File: src/rtl/dff_pipe.sv
// Elastic register pipeline: per-stage valid flags, bubble collapse under stall, synchronous flush.
// Define DFF_PIPE_QBAR_EN to add the complemented output port qbar.
module dff_pipe #(
    parameter int               WIDTH     = 8,
    parameter int               DEPTH     = 4,
    parameter logic [WIDTH-1:0] RESET_VAL = '0
) (
    input  logic                         clk,
    input  logic                         reset,
    input  logic [WIDTH-1:0]             d,
    input  logic                         in_valid,
    output logic                         in_ready,
    input  logic                         clr,
    output logic [WIDTH-1:0]             q,
`ifdef DFF_PIPE_QBAR_EN
    output logic [WIDTH-1:0]             qbar,
`endif
    output logic                         out_valid,
    input  logic                         out_ready,
    output logic [$clog2(DEPTH+1)-1:0]   occupancy
);

    localparam int OCC_W = $clog2(DEPTH+1);

    logic [WIDTH-1:0] data      [DEPTH];
    logic [WIDTH-1:0] data_next [DEPTH];
    logic [DEPTH-1:0] vld;
    logic [DEPTH-1:0] vld_next;
    logic [DEPTH-1:0] can_accept;
    logic [OCC_W-1:0] occ_next;

    assign out_valid = vld[DEPTH-1] && !clr;
    assign in_ready  = can_accept[0] && !clr;
    assign q         = data[DEPTH-1];
`ifdef DFF_PIPE_QBAR_EN
    assign qbar      = ~data[DEPTH-1];
`endif

    // A stage can take a word if it is empty or its own word moves on this cycle;
    // evaluated from the output end backwards so stalls ripple towards the input.
    always_comb begin
        logic acc;
        acc = !vld[DEPTH-1] || (out_valid && out_ready);
        can_accept = '0;
        can_accept[DEPTH-1] = acc;
        for (int k = DEPTH-2; k >= 0; k--) begin
            acc = !vld[k] || acc;
            can_accept[k] = acc;
        end
    end

    always_comb begin
        vld_next  = vld;
        data_next = data;
        occ_next  = '0;
        if (clr) begin
            vld_next = '0;
            for (int k = 0; k < DEPTH; k++) begin
                data_next[k] = RESET_VAL;
            end
        end else begin
            if (can_accept[0]) begin
                vld_next[0] = in_valid;
                if (in_valid) begin
                    data_next[0] = d;
                end
            end
            // Data only moves with a valid word, so an emptied stage keeps its last value.
            for (int k = 1; k < DEPTH; k++) begin
                if (can_accept[k]) begin
                    vld_next[k] = vld[k-1];
                    if (vld[k-1]) begin
                        data_next[k] = data[k-1];
                    end
                end
            end
        end
        for (int k = 0; k < DEPTH; k++) begin
            occ_next = occ_next + OCC_W'(vld_next[k]);
        end
    end

    always_ff @(posedge clk or negedge reset) begin
        if (!reset) begin
            vld       <= '0;
            occupancy <= '0;
            for (int k = 0; k < DEPTH; k++) begin
                data[k] <= RESET_VAL;
            end
        end else begin
            vld       <= vld_next;
            data      <= data_next;
            occupancy <= occ_next;
        end
    end

endmodule

File: config.mk
export PLATFORM = sky130hd
export DESIGN_NAME = dff_pipe
export DESIGN_NICKNAME = d
export VERILOG_FILES = /design/src/rtl/dff_pipe.sv
export SDC_FILE = /design/constraint.sdc
export NUM_CORES = 1
export LEC_CHECK = 0
export CAP_MARGIN = 15
export CORE_UTILIZATION = 56
export CTS_BUF_LIST = sky130_fd_sc_hd__clkbuf_16
export CTS_CLUSTER_SIZE = 14
export DETAILED_ROUTE_END_ITERATION = 16
export PLACE_DENSITY_LB_ADDON = 0.15
export SLEW_MARGIN = 15
export SYNTH_ARGS = -nofsm -noshare
export SYNTH_HDL_FRONTEND = slang
export SYNTH_SLANG_ARGS = --single-unit
File: constraint.sdc
create_clock -name clk -period 5.95 [get_ports clk]
set_clock_uncertainty 0.2 [all_clocks]
set_input_delay 1.19 -clock clk [delete_from_list [all_inputs] [get_ports clk]]
set_output_delay 1.19 -clock clk [all_outputs]
set_load 0.005 [all_outputs]
Word-level counts from Yosys, hierarchy flattened. Index checks and enable logic that the tools add are counted.

Bits in registers: 39. Bits of input ports: 13. Output and inout port bits: 13. Word-level logic and storage cells: 47.

Add/subtract/negate cells: 3. Multiplexer cells: 14. Reduce and logical (&&, ||, !) cells: 24.

Operator list (number): 2-to-1 mux 8 bit (8); 2-to-1 mux 32 bit (1); nonzero test 2 bit (8); AND reduction 2 bit (4); logical NOT 1 bit (5); logical OR 1 bit (4); 2-to-1 mux 1 bit (4); 2-to-1 mux 4 bit (1); adder 2 x 1 -> 3 bit (1); adder 3 x 1 -> 3 bit (1); logical AND 1 bit (3); adder 1 x 1 -> 2 bit (1).

Logic depth before layout (Yosys ltp).
Depth in word-level cells: 12. Gate-level depth with buffers: 9. Depth with buffers taken out: 8.

Worst setup path before layout. No wires, ideal clock.

Kind: input to register. Start: input port out_ready. End: register occupancy[1]. Library setup time: 0.126 ns. Arrival time: 2.947 ns. Data required time: 5.624 ns. Slack: 2.677 ns. Stages on the path: 9. Path buffers: 1. Path through: nor2b_1 buf_2 nor3_1 nor2_1 or2_1 fa_1 inv_1 ha_1 ha_1.

Longest elaborated chain between the ends: 10. Elaborated cells between the ends (all ways): 13. Those cells by class: 3 x add/sub; 5 x mux; 5 x reduce/logical.

RTL lines: start, declared (RTL line 19) `input logic out_ready,`; logical AND 1 bit * (RTL line 43) `acc = !vld[DEPTH-1] || (out_valid && out_ready);`; logical OR 1 bit * (RTL line 43); logical OR 1 bit (3 in a row) (RTL line 47) `acc = !vld[k] || acc;`; 2-to-1 mux 1 bit (RTL line 62) `if (can_accept[0]) begin`; 2-to-1 mux 4 bit * (RTL line 56) `if (clr) begin`; adder 1 x 1 -> 2 bit (RTL line 79) `occ_next = occ_next + OCC_W'(vld_next[k]);`; adder 2 x 1 -> 3 bit (RTL line 79); adder 3 x 1 -> 3 bit * (RTL line 79); net occ_next[1] (RTL line 30) `logic [OCC_W-1:0] occ_next;`; end signal, assigned (RTL line 93) `occupancy <= occ_next;`; end, declared (RTL line 20) `output logic [$clog2(DEPTH+1)-1:0] occupancy`.

The timed path passes the listed nets; every way through them passes the cells marked *. A chain may end at the register's enable or synchronous reset.

Worst setup path after layout.
Start: input port clr. End: output port in_ready.

Longest elaborated chain between the ends: 8.

RTL lines: start, declared (RTL line 13) `input logic clr,`; logical NOT 1 bit * (RTL line 32, 33); logical AND 1 bit (RTL line 32) `assign out_valid = vld[DEPTH-1] && !clr;`; logical AND 1 bit (RTL line 43); logical OR 1 bit (RTL line 43); logical OR 1 bit (3 in a row) (RTL line 47); logical AND 1 bit * (RTL line 33) `assign in_ready = can_accept[0] && !clr;`; end, declared (RTL line 12) `output logic in_ready,`.

Every way passes the cells marked *; elsewhere a longest branch is shown, timed or not.

==> load_flow_metrics.sql <==
INSERT INTO impl_metrics (metric_group, metric, value, unit) VALUES
('clocking', 'insertion_delay', '270', 'ps'),
('worst_setup_path', 'signal_arrival_time_at_the_worst_endpoint', '3190', 'ps'),
('pwr', 'swShare', '20.5', '%'),
('synth', 'synthesis.yosys.warnings', '0', ''),
('place', 'port_buffers', '25', ''),
('worst_setup_path', 'critical_path.max_fanout', '41', ''),
('place', 'dp_hpwl', '1.94', 'mm'),
('place', 'dp.cells', '189', ''),
('floorplan', 'die_y', '57.1', 'um'),
('clocking', 'clk_transition_reported_paths', '50', 'ps'),
('hold_path', 'worstHoldPathCells', '2', ''),
('synth', 'asyncSetResetFlopFracSynth', '100', '%'),
('clocking', 'cts.root.buffer_cell', 'sky130_fd_sc_hd__clkbuf_16', ''),
('synth', 'synth.distinct_cells', '19', ''),
('sta', 'finalHoldViolCount', '0', ''),
('cells_and_area', 'areaGrowthSynthToFinish', '20.5', '%'),
('drt', 'post_drt_antenna_nets', '0', ''),
('sta', 'fmax', '218', 'MHz'),
('cells_and_area', 'final_layout_size_suffix_gt1_share', '7.23', '%'),
('floorplan', 'fp-row-count', '19', ''),
('hold_path', 'hold_end', 'data[16]', ''),
('clocking', 'cts_max_path_buffers', '2', ''),
('cells_and_area', 'finalInstanceArea', '2050', 'um2'),
('clocking', 'cts_post_setup_buffers_inserted', '0', ''),
('worst_setup_path', 'timing.rr.start', 'vld[2]', ''),
('drt', 'first_pass_detailed_route_iteration_total', '10', ''),
('place', 'placed_area', '1910', 'um2'),
('pwr', 'power', '0.557', 'mW'),
('synth', 'synth_fp_nets', '161', ''),
('drt', 'drt_first_iter_violations', '30', ''),
('hold_path', 'worstHoldPathType', 'flop to flop', ''),
('outcome', 'violations', 'DRC', ''),
('worst_setup_path', 'critical_path.startpoint', 'clr', ''),
('drt', 'via_count', '1033', ''),
('synth', 'ys_dominant_reg_cell', 'sky130_fd_sc_hd__dfrtp_1', ''),
('clocking', 'cts_inserted_buffers', '5', ''),
('sta', 'setup-tns-final', '0', 'ps'),
('clocking', 'cts_resized', '0', ''),
('synth', 'postSynthCellCount', '145', ''),
('sta', 'timing.final.max_slew_violations', '0', ''),
('place', 'place_worst_setup_slack', '1390', 'ps'),
('pwr', 'vdd_drop_max', '229', 'uV'),
('global_routing', 'grt_pass1_vias', '1011', ''),
('clocking', 'cts_tree', 'built', ''),
('global_routing', 'number_of_antenna_violations_at_the_first_check_in_global_routing', '0', ''),
('synth', 'avgSynthCellArea', '11.7', 'um2'),
('worst_setup_path', 'worst_r2r_path_depth', '8', ''),
('cells_and_area', 'design.final.nets', '181', ''),
('global_routing', 'grt_use_total', '19.8', '%'),
('sta', 'post-route-period-util', '77.1', '%'),
('sta', 'final_period_minus_worst_setup_slack', '4580', 'ps'),
('pwr', 'power.net_switching', '0.114', 'mW'),
('synth', 'synth_enable_flop_cells', '0', ''),
('clocking', 'cts_hold_buffers', '0', ''),
('drt', 'drt-wirelength-per-cell', '13.5', 'um'),
('floorplan', 'pin_count', '26', ''),
('sta', 'finalHoldWorstSlack', '313', 'ps'),
('sta', 'worst_slew_margin', '45.2', '%'),
('global_routing', 'pin_count_of_the_biggest_net_entering_global_routing', '42', ''),
('clocking', 'tritoncts_num_sinks', '39', ''),
('pwr', 'share_seq_of_total_power', '49.7', '%'),
('cells_and_area', 'layout.cells.most_common_list', 'sky130_fd_sc_hd__nor2_1, sky130_fd_sc_hd__dfrtp_1, sky130_fd_sc_hd__mux2i_1', ''),
('worst_setup_path', 'worst_r2r_endpoint', 'occupancy[1]', ''),
('drt', 'drc', '6', ''),
('floorplan', 'die_area', '3260', 'um2'),
('floorplan', 'floorplan.die.width', '57.1', 'um'),
('pwr', 'intPower', '0.443', 'mW'),
('outcome', 'status', 'complete, but fails checks', ''),
('sta', 'worst_slack', '1370', 'ps'),
('pwr', 'power.density_cell_area', '272', 'nW/um2'),
('sta', 'rsz_0062_raised_after_global_routing', 'false', '');
[how the worst max path moves through the flow]
stage	to	slack, ps
2_1_floorplan	occupancy[1]	2680
3_3_place_gp	in_ready	1450
3_5_place_dp	in_ready	1390
4_1_cts	in_ready	1360
5_1_grt	in_ready	1290
6_report	in_ready	1370
[registers in the layout, indices dropped and copies added, names as in the netlist]
register,count
data,24
q,8
vld,4
occupancy,3
[layer usage]
layer  track usage [%]  up-vias  share of wire, %
met4              10.5        0               2.0
met3              5.44        7               5.0
met5                 0        -                 0
li1                  -      512                 -
met2              32.9       28                48
met1              23.6      486                45
[synth_stat cells, types with 2 or more instances]
library cell / n / area (um2)
sky130_fd_sc_hd__inv_1: 4 / 15.0
sky130_fd_sc_hd__o21ai_2: 2 / 17.5
sky130_fd_sc_hd__o31ai_4: 2 / 42.5
sky130_fd_sc_hd__ha_1: 2 / 25.0
sky130_fd_sc_hd__mux2i_1: 32 / 320
sky130_fd_sc_hd__or2_1: 2 / 12.5
sky130_fd_sc_hd__buf_4: 8 / 60.1
sky130_fd_sc_hd__clkbuf_1: 4 / 15.0
sky130_fd_sc_hd__dfrtp_1: 39 / 976
sky130_fd_sc_hd__nor2_1: 41 / 154
[critical path: stages]
cell	delay, ps
sky130_fd_sc_hd__clkdlybuf4s50_1	410
sky130_fd_sc_hd__buf_4	260
sky130_fd_sc_hd__nor2b_1	550
sky130_fd_sc_hd__nor3_1	150
sky130_fd_sc_hd__nor2_1	120
sky130_fd_sc_hd__clkdlybuf4s50_1	510
[layout make-up]
| class | instances | area, um2 |
|---|---|---|
| Clock inverter | 3 | 11.3 |
| Multi-Input combinational cell | 88 | 624 |
| Clock buffer | 5 | 125 |
| Timing Repair Buffer | 26 | 253 |
| Tap cell | 31 | 38.8 |
| Inverter | 5 | 18.8 |
| Sequential cell | 39 | 976 |
| Fill cell | 213 | 758 |
[kinds of logic (layout without fill, tap and decap cells)]
logic type	count (synthesis)	in the layout	share of synthesized area [%]
flops	39	39	57.4
mux	32	32	18.9
compound gates	6	6	4.27
simple gates	47	47	11.0
buf+inv	18	39	5.82
fa+ha+maj	3	3	2.65
[power groups by stage]
stage,registers [mW],clock network (mW),logic [mW]
floorplan,0.280,0,0.0220
global placement,0.281,0,0.0403
detailed placement,0.281,0,0.0424
CTS,0.277,0.247,0.0424
global route,0.277,0.256,0.0462
finish,0.277,0.239,0.0415
No activity file was read; power rests on OpenSTA's default activity.
